`src/rtl/au_neg_pipe_pkg.sv`:
```
// ---------------------------------------------------------------------------
// au_neg_pipe_pkg
// Shared definitions for the pipelined negate/abs unit:
//   - neg_mode_e    : per-lane operation encoding
//   - neg_stage_t   : side-band bits that travel with a lane's data through
//                     each stage register (neg enable, ovf candidate, carry)
//   - chunkSize()   : bits of carry chain resolved per pipeline stage
// No ports (package).
// ---------------------------------------------------------------------------
package au_neg_pipe_pkg;

    typedef enum logic [1:0] {
        MODE_PASS = 2'd0,
        MODE_NEG  = 2'd1,
        MODE_ABS  = 2'd2,
        MODE_NEG2 = 2'd3
    } neg_mode_e;

    // The stage valid bit is shared by all lanes and lives in the top;
    // each lane keeps its data word in a separate register array next to this.
    typedef struct packed {
        logic negEn;
        logic ovfCand;
        logic carry;
    } neg_stage_t;

    // ceil(width / stages); the last chunk may be shorter or even empty.
    function automatic int chunkSize(input int width, input int stages);
        return (width + stages - 1) / stages;
    endfunction

endpackage

```
`src/rtl/au_neg_pipe_lane.sv`:
```
// ---------------------------------------------------------------------------
// au_neg_pipe_lane
// One lane of the negate/abs unit. The two's-complement carry chain is cut
// into STAGES chunks; stage k inverts chunk k (when negating) and adds the
// carry handed over from stage k-1. Upper chunks ride along unprocessed.
// Optional feature: define AU_NEG_PIPE_SAT_EN to saturate an overflowing
// negation to the most-positive value in the last stage.
// Ports:
//   clk, rst_n   : clock, async active-low reset
//   advance_i    : global pipeline advance from the top (load vs hold)
//   mode_i       : lane operation (neg_mode_e encoding)
//   data_i       : lane operand
//   data_o       : registered lane result
//   ovf_o        : registered overflow flag (negation of 100...0)
// ---------------------------------------------------------------------------
module au_neg_pipe_lane
    import au_neg_pipe_pkg::*;
#(
    parameter int WIDTH  = 8,
    parameter int STAGES = 2
) (
    input  logic             clk,
    input  logic             rst_n,
    input  logic             advance_i,
    input  logic [1:0]       mode_i,
    input  logic [WIDTH-1:0] data_i,
    output logic [WIDTH-1:0] data_o,
    output logic             ovf_o
);

    localparam int CHUNK = chunkSize(WIDTH, STAGES);
    localparam logic [WIDTH-1:0] MOST_NEG = {1'b1, {(WIDTH-1){1'b0}}};

    neg_mode_e        mode;
    logic             inNegEn;
    neg_stage_t       inFlags;

    logic [WIDTH-1:0] data_q  [STAGES];
    logic [WIDTH-1:0] data_d  [STAGES];
    neg_stage_t       flags_q [STAGES];
    neg_stage_t       flags_d [STAGES];

    assign mode    = neg_mode_e'(mode_i);
    assign inNegEn = (mode == MODE_NEG) || (mode == MODE_NEG2) ||
                     ((mode == MODE_ABS) && data_i[WIDTH-1]);

    // Stage 0 carry-in is the negate enable itself (the "+1" of ~a+1).
    always_comb begin
        inFlags         = '0;
        inFlags.negEn   = inNegEn;
        inFlags.ovfCand = inNegEn && (data_i == MOST_NEG);
        inFlags.carry   = inNegEn;
    end

    for (genvar k = 0; k < STAGES; k++) begin : g_stage
        localparam int LO = k * CHUNK;
        localparam int HI = ((k + 1) * CHUNK > WIDTH) ? WIDTH : (k + 1) * CHUNK;

        logic [WIDTH-1:0] prevData;
        neg_stage_t       prevFlags;
        logic [WIDTH-1:0] nextData;
        neg_stage_t       nextFlags;

        if (k == 0) begin : g_first
            assign prevData  = data_i;
            assign prevFlags = inFlags;
        end else begin : g_next
            assign prevData  = data_q[k-1];
            assign prevFlags = flags_q[k-1];
        end

        // Ripple through this stage's chunk only; bits outside it pass as-is.
        // Without negation the carry-in is 0 and the chunk is untouched.
        always_comb begin
            logic c;
            logic t;
            nextData  = prevData;
            nextFlags = prevFlags;
            c         = prevFlags.carry;
            t         = 1'b0;
            for (int i = LO; i < HI; i++) begin
                t           = prevData[i] ^ prevFlags.negEn;
                nextData[i] = t ^ c;
                c           = t & c;
            end
            nextFlags.carry = c;
        end

        assign flags_d[k] = nextFlags;

        if (k == STAGES - 1) begin : g_last
`ifdef AU_NEG_PIPE_SAT_EN
            assign data_d[k] = nextFlags.ovfCand ? {1'b0, {(WIDTH-1){1'b1}}} : nextData;
`else
            assign data_d[k] = nextData;
`endif
        end else begin : g_mid
            assign data_d[k] = nextData;
        end
    end

    // All stages move together on advance and hold otherwise.
    always_ff @(posedge clk or negedge rst_n) begin
        if (!rst_n) begin
            for (int k = 0; k < STAGES; k++) begin
                data_q[k]  <= '0;
                flags_q[k] <= '0;
            end
        end else if (advance_i) begin
            for (int k = 0; k < STAGES; k++) begin
                data_q[k]  <= data_d[k];
                flags_q[k] <= flags_d[k];
            end
        end
    end

    assign data_o = data_q[STAGES-1];
    assign ovf_o  = flags_q[STAGES-1].ovfCand;

endmodule

```
`src/rtl/au_neg_pipe.sv`:
```
// ---------------------------------------------------------------------------
// au_neg_pipe
// Pipelined multi-lane two's-complement negate / absolute-value unit with a
// valid/ready stream handshake. Latency is STAGES cycles; throughput one beat
// per cycle. The whole pipe advances when the output stage is empty or is
// being drained, so in_ready depends combinationally on out_ready.
// Optional feature: AU_NEG_PIPE_SAT_EN saturates overflowing lanes to 011...1.
// Ports:
//   clk, rst_n          : clock, async active-low reset
//   in_valid / in_ready : input handshake
//   in_mode             : 2 bits per lane (pass / neg / abs / neg)
//   in_data             : WIDTH bits per lane, lane i at [i*WIDTH +: WIDTH]
//   out_valid/out_ready : output handshake
//   out_data            : per-lane result
//   out_ovf             : per-lane overflow (negation of the most-negative value)
// ---------------------------------------------------------------------------
module au_neg_pipe
    import au_neg_pipe_pkg::*;
#(
    parameter int WIDTH  = 8,
    parameter int LANES  = 1,
    parameter int STAGES = 2
) (
    input  logic                   clk,
    input  logic                   rst_n,
    input  logic                   in_valid,
    output logic                   in_ready,
    input  logic [2*LANES-1:0]     in_mode,
    input  logic [WIDTH*LANES-1:0] in_data,
    output logic                   out_valid,
    input  logic                   out_ready,
    output logic [WIDTH*LANES-1:0] out_data,
    output logic [LANES-1:0]       out_ovf
);

    logic [STAGES-1:0] valid_q;
    logic              advance;

    assign advance   = !valid_q[STAGES-1] || out_ready;
    assign in_ready  = advance;
    assign out_valid = valid_q[STAGES-1];

    // Shared valid chain; bubbles shift through like real beats.
    always_ff @(posedge clk or negedge rst_n) begin
        if (!rst_n) begin
            valid_q <= '0;
        end else if (advance) begin
            valid_q[0] <= in_valid;
            for (int k = 1; k < STAGES; k++) begin
                valid_q[k] <= valid_q[k-1];
            end
        end
    end

    for (genvar l = 0; l < LANES; l++) begin : g_lane
        au_neg_pipe_lane #(
            .WIDTH  (WIDTH),
            .STAGES (STAGES)
        ) u_lane (
            .clk       (clk),
            .rst_n     (rst_n),
            .advance_i (advance),
            .mode_i    (in_mode[2*l +: 2]),
            .data_i    (in_data[l*WIDTH +: WIDTH]),
            .data_o    (out_data[l*WIDTH +: WIDTH]),
            .ovf_o     (out_ovf[l])
        );
    end

endmodule

```
`config.mk`:
```
export PLATFORM = sky130hd
export DESIGN_NAME = au_neg_pipe
export DESIGN_NICKNAME = d
export VERILOG_FILES = /design/src/rtl/au_neg_pipe_pkg.sv /design/src/rtl/au_neg_pipe_lane.sv /design/src/rtl/au_neg_pipe.sv
export SDC_FILE = /design/constraint.sdc
export NUM_CORES = 1
export LEC_CHECK = 0
export CORE_MARGIN = 3
export CORE_UTILIZATION = 30
export CTS_CLUSTER_DIAMETER = 50
export DETAILED_ROUTE_END_ITERATION = 8
export GPL_TIMING_DRIVEN = 0
export PLACE_DENSITY_LB_ADDON = 0.25
export SLEW_MARGIN = 20
export SYNTH_ARGS = -nofsm -noshare
export SYNTH_HDL_FRONTEND = slang
export SYNTH_HIERARCHICAL = 1
export SYNTH_SLANG_ARGS = --single-unit
```
`constraint.sdc`:
```
create_clock -name clk -period 2.26 [get_ports clk]
set_input_delay 0.226 -clock clk [delete_from_list [all_inputs] [get_ports clk]]
set_output_delay 0.226 -clock clk [all_outputs]
set_load 0.05 [all_outputs]
```
==> Yosys cells after proc, flatten, opt, wreduce, memory -nomap -nowiden <==
Cells that the tools add are included.
{ "word_totals": {"ramBits": 0, "memories": 0, "reg_bits": 22, "latchBits": 0, "romBits": 0, "in_bits": 14} }
{ "classes": {"n_eq_ne": 4, "n_reduce_logical": 6, "n_addsub": 0, "n_shift": 0, "n_div": 0, "mux": 0, "n_mul": 0, "n_bitwise": 23, "magnitude_cmp": 0} }
{ "ops": {"columns": ["operator", "n"], "rows": [
  ["1-bit bitwise XOR", 16],
  ["8-bit == test, second input constant", 1],
  ["1-bit AND", 7],
  ["2-bit == test, second input constant", 2],
  ["1-bit logical OR", 3],
  ["2-bit by 1-bit == test with 1-bit output, second input constant", 1],
  ["1-bit logical AND", 2],
  ["1-bit logical NOT", 1]
]} }

==> Longest topological paths before layout <==
{ "logic_depth": {"ltp_word": 8, "depth_mapped": 8} }

==> By module <==
The synthesis kept the hierarchy.
{ "by_module_without_submodules": {"columns": ["module", "cells_each", "instances", "area_per_inst_um2"], "rows": [
  ["au_neg_pipe_lane", 68, 1, 957.2],
  ["au_neg_pipe", 5, 1, 86.3]
]} }

==> Least setup slack after synthesis <==
Ideal clock, no wire load.
{ "synth_path": {"path_type": "flip-flop to flip-flop", "from": "register g_lane[0].u_lane.flags_q (netlist bit g_lane[0].u_lane/flags_d[2])", "to": "register g_lane[0].u_lane.data_q (netlist bit g_lane[0].u_lane/data_o[7])", "synth_period_minus_slack_ps": 1780, "setup_time_ps": 125, "t_required_ps": 2135, "t_arrival_ps": 1655, "path_stages_with_launch": 9, "path_slack_ps": 480, "cell_sequence": "dfrtp_1 buf_2 xor2_1 ha_1 ha_1 ha_1 xnor2_1 xnor2_1 mux2_4"} }
{ "synth_via": {"elab_chain_len": 5, "elab_cells_between_ends": 8} }
{ "synth_rtl": {"columns": ["element", "line", "text"], "rows": [
  ["start: declaration", "au_neg_pipe_lane.sv:40", "neg_stage_t flags_q [STAGES];"],
  ["start signal: indexed assignment", "au_neg_pipe_lane.sv:112", "flags_q[k] <= flags_d[k];"],
  ["1-bit bitwise XOR", "au_neg_pipe_lane.sv:82", "t = prevData[i] ^ prevFlags.negEn;"],
  ["1-bit AND (3 in a row)", "au_neg_pipe_lane.sv:84", "c = t & c;"],
  ["1-bit bitwise XOR (*)", "au_neg_pipe_lane.sv:83", "nextData[i] = t ^ c;"],
  ["end signal: indexed assignment", "au_neg_pipe_lane.sv:111", "data_q[k] <= data_d[k];"],
  ["end: declaration", "au_neg_pipe_lane.sv:38", "logic [WIDTH-1:0] data_q [STAGES];"]
]} }
Mark *: on every way between the ends. The rest lies on a longest branch, timed or not.
A chain may end at the register's enable or synchronous reset.

==> summary.md <==
| Metric | Value |
|---|---|
| Run status | `finished, final reports clean` |
| Largest net degree at the start of global routing | `23` |
| Final Net Count | `between 100 and 150` |
| # IOs | `25` |
| HPWL Detailed | `1450 um` |
| Routed WL | `1950 um` |
| FF/Latch Area | `551 um2` |
| Cts repair resizes | `0` |
| Antenna Cells | `0` |
| Site Rows | `20` |
| Vias | `between 600 and 700` |
| Hold Vio Cnt, Final | `0` |
| Peak supply drop | `460 uV` |
| Mean post-synth cell area | `14.3 um2` |
| Die Y | `65.0 um` |
| Layout cells sized above 1 | `0.275` |
| Clk root buf | `clkbuf_4` |
| First-pass GRT wire length | `3360 um` |
| Global Route Usage Sum | `0.102` |
| Final setup vio count | `0` |
| Core area | `3180 um2` |
| Crit path DAT | `roughly 2.2 ns` |
| Post-Syn Area | `1040 um2` |
| Inserted Clock Buffers | `3` |
| Fillers | `about 320` |
| Die W | `65.0 um` |
| Min cycle time layout | `1.95 ns` |
| Drt wl/cell | `13.4 um` |
| First-pass DRT Iterations | `3` |
| Grt ovf | `0` |
| Most used cell, CP | `ha_1` |
| RSZ-0062 raised after global routing | `false` |
| H-tree depth | `1` |
| Worst endpoint required time | `2.46 ns` |
| Slowest CP cell | `clkdlybuf4s50_1` |
| Slew headroom | `0.664` |
| Slew @ Worst Pin | `0.503 ns` |
| Starting Density | `0.328` |
| Total number of yosys warnings | `6` |
| 1st-iter DRT viols | `24` |
| Peak Freq | `513 MHz` |
| Max incr delay on CP | `0.48 ns` |
| Post-route ant nets | `0` |
| Initial antenna violation count | `0` |
| Slew Limit Fails | `0` |
| Die area | `4220 um2` |
| Post-CTS repair timing setup buffer count | `0` |
| Clk slew on worst S/H paths | `around 0.12 ns` |
| # clock sinks | `22` |
| Max clock buf depth | `2` |
| P per Cell Area | `886 nW/um2` |
| DRC | `0` |
| Hold_buf cts | `0` |
| Leak Pwr | `0.596 nW` |
| Layout area overhead | `32.3%` |
| Post-Synthesis Cells | `between 70 and 80` |
| Worst Hold Class | `in2async` |
| Number of global-route vias before repair | `767` |
| Avg Vias per Cell | `4.48` |
| Crit path max fanout | `6` |
| CP Class | `in2reg` |
| Clk_lat worst skew | `0.30 ns` |
| Post-synth net total | `94` |
| CTS tree | `built` |
| Critical path launch point type | `input pin` |
| Min Hold Slack | `0.420 ns` |
| Share of the clock period used by the worst path | `0.862` |
| Final Wtd Congestion | `approximately 0.79` |
| Critical Path, Cell by Cell | `clkdlybuf4s50_1 > a21oi_4 > inv_1 > ha_1 > ha_1 > ha_1 > ha_1 > mux2_2` |
| Seq/Total Area, Yosys | `0.528` |
| Number of port buffers | `24` |
| Clock Skews | `around 0.0010 ns` |
| MaxCap Viol Count | `0` |
| FF+latch count, synth | `22` |
| Area of the multi-input gates | `458 um2` |
| Post-Route Utilization | `0.434` |
| Cell variety after synth | `19` |
| Critical path capture point type | `register` |
## cell usage after synthesis
cell type | count | area, um2
a21oi_1 | 2 | 10.0
a21oi_4 | 1 | 16.3
buf_2 | 1 | 5.00
buf_4 | 1 | 7.51
buf_6 | 1 | 11.3
dfrtp_1 | 22 | 551
ha_1 | 7 | 87.6
inv_1 | 3 | 11.3
mux2_2 | 16 | 180
mux2_4 | 2 | 30.0
nand2b_4 | 1 | 13.8
nand4_1 | 1 | 6.26
nor2_1 | 2 | 7.51
nor4_1 | 1 | 6.26
nor4b_1 | 1 | 8.76
o21ai_0 | 1 | 5.00
or2b_1 | 1 | 7.51
xnor2_1 | 6 | 52.6
xor2_1 | 3 | 26.3
## final timing paths
kind	slack (ns)	start	endpoint	cells after the start
min in group clk	0.49	valid_q[0]	valid_q[1]	1
hold / removal	0.42	rst_n	valid_q[1]	2
max in group asynchronous	1.50	rst_n	g_lane[0].u_lane/ovf_o	2
setup reg to reg	0.37	g_lane[0].u_lane/flags_d[2]	g_lane[0].u_lane/data_o[7]	8
hold reg to reg	0.49	valid_q[0]	valid_q[1]	1
setup / recovery	0.31	in_data[7]	g_lane[0].u_lane/g_stage[1].prevData[3]	8
## power breakdown
group	internal [mW]	switching [mW]	leakage (nW)	total, mW
combinational	0.209	0.285	0.314	0.494
clock	0.0983	0.115	0.0210	0.213
sequential	0.473	0.0424	0.261	0.516
## worst max-delay path, delay by kind of cell
kind            cells  cell delay [ns]
buf+inv             2             0.58
mux                 1             0.26
compound gates      1             0.27
fa+ha+maj           4             0.81
## cells by family after synthesis
kind of cell,Yosys count,share of synthesized area
AO/OA/AOI/OAI,4,0.0300
buffers and inverters,6,0.0336
multiplexers,18,0.201
flip-flops,22,0.528
adder cells (fa/ha/maj),7,0.0839
XOR/XNOR,9,0.0755
AND/OR/NAND/NOR,7,0.0480
## routing by layer
metal,global-route usage,vias up,wire length (um)
met3,0.0416,2,148
li1,-,308,-
met5,0,-,0
met1,0.121,320,875
met4,0.0158,0,12
met2,0.176,24,915
## through the flow
| step | std cells | power, mW | setup WS [ns] | TNS, ns | instance area, um2 |
|---|---|---|---|---|---|
| finish | 146 | 1.22 | 0.312 | 0 | 1380 |
| global route | 146 | 1.30 | 0.219 | 0 | 1380 |
| floorplan | 73 | 0.848 | 0.480 | 0 | 1040 |
| CTS | 145 | 1.24 | 0.294 | 0 | 1380 |
| detailed placement | 141 | 1.02 | -0.0437 | -0.0437 | 1340 |
| global placement | 141 | 1.01 | -0.0194 | -0.0194 | 1340 |
## state kept, by name, indices dropped and copies added, names as in the netlist
name	count
g_lane.u_lane/data_o	8
g_lane.u_lane/g_stage.prevData	8
g_lane.u_lane/flags_d	2
valid_q	2
g_lane.u_lane/flags_q	1
g_lane.u_lane/ovf_o	1
## cell usage in the layout (no fill, tap or decap), types with 3 or more instances in the layout
cell and instances:
clkbuf_4 3, clkdlybuf4s50_1 23, dfrtp_1 22, ha_1 7
inv_1 3, mux2_2 16, xnor2_1 6, xor2_1 3
## area by class of cell
| class | instances | area share |
|---|---|---|
| Sequential cell | 22 | 0.399 |
| Multi-Input combinational cell | 45 | 0.332 |
| Timing Repair Buffer | 25 | 0.178 |
| Tap cell | 44 | 0.0399 |
| Clock buffer | 4 | 0.0263 |
| Buffer | 3 | 0.0172 |
| Inverter | 3 | 0.00816 |
Note: power is estimated with default switching activity, not from simulation.
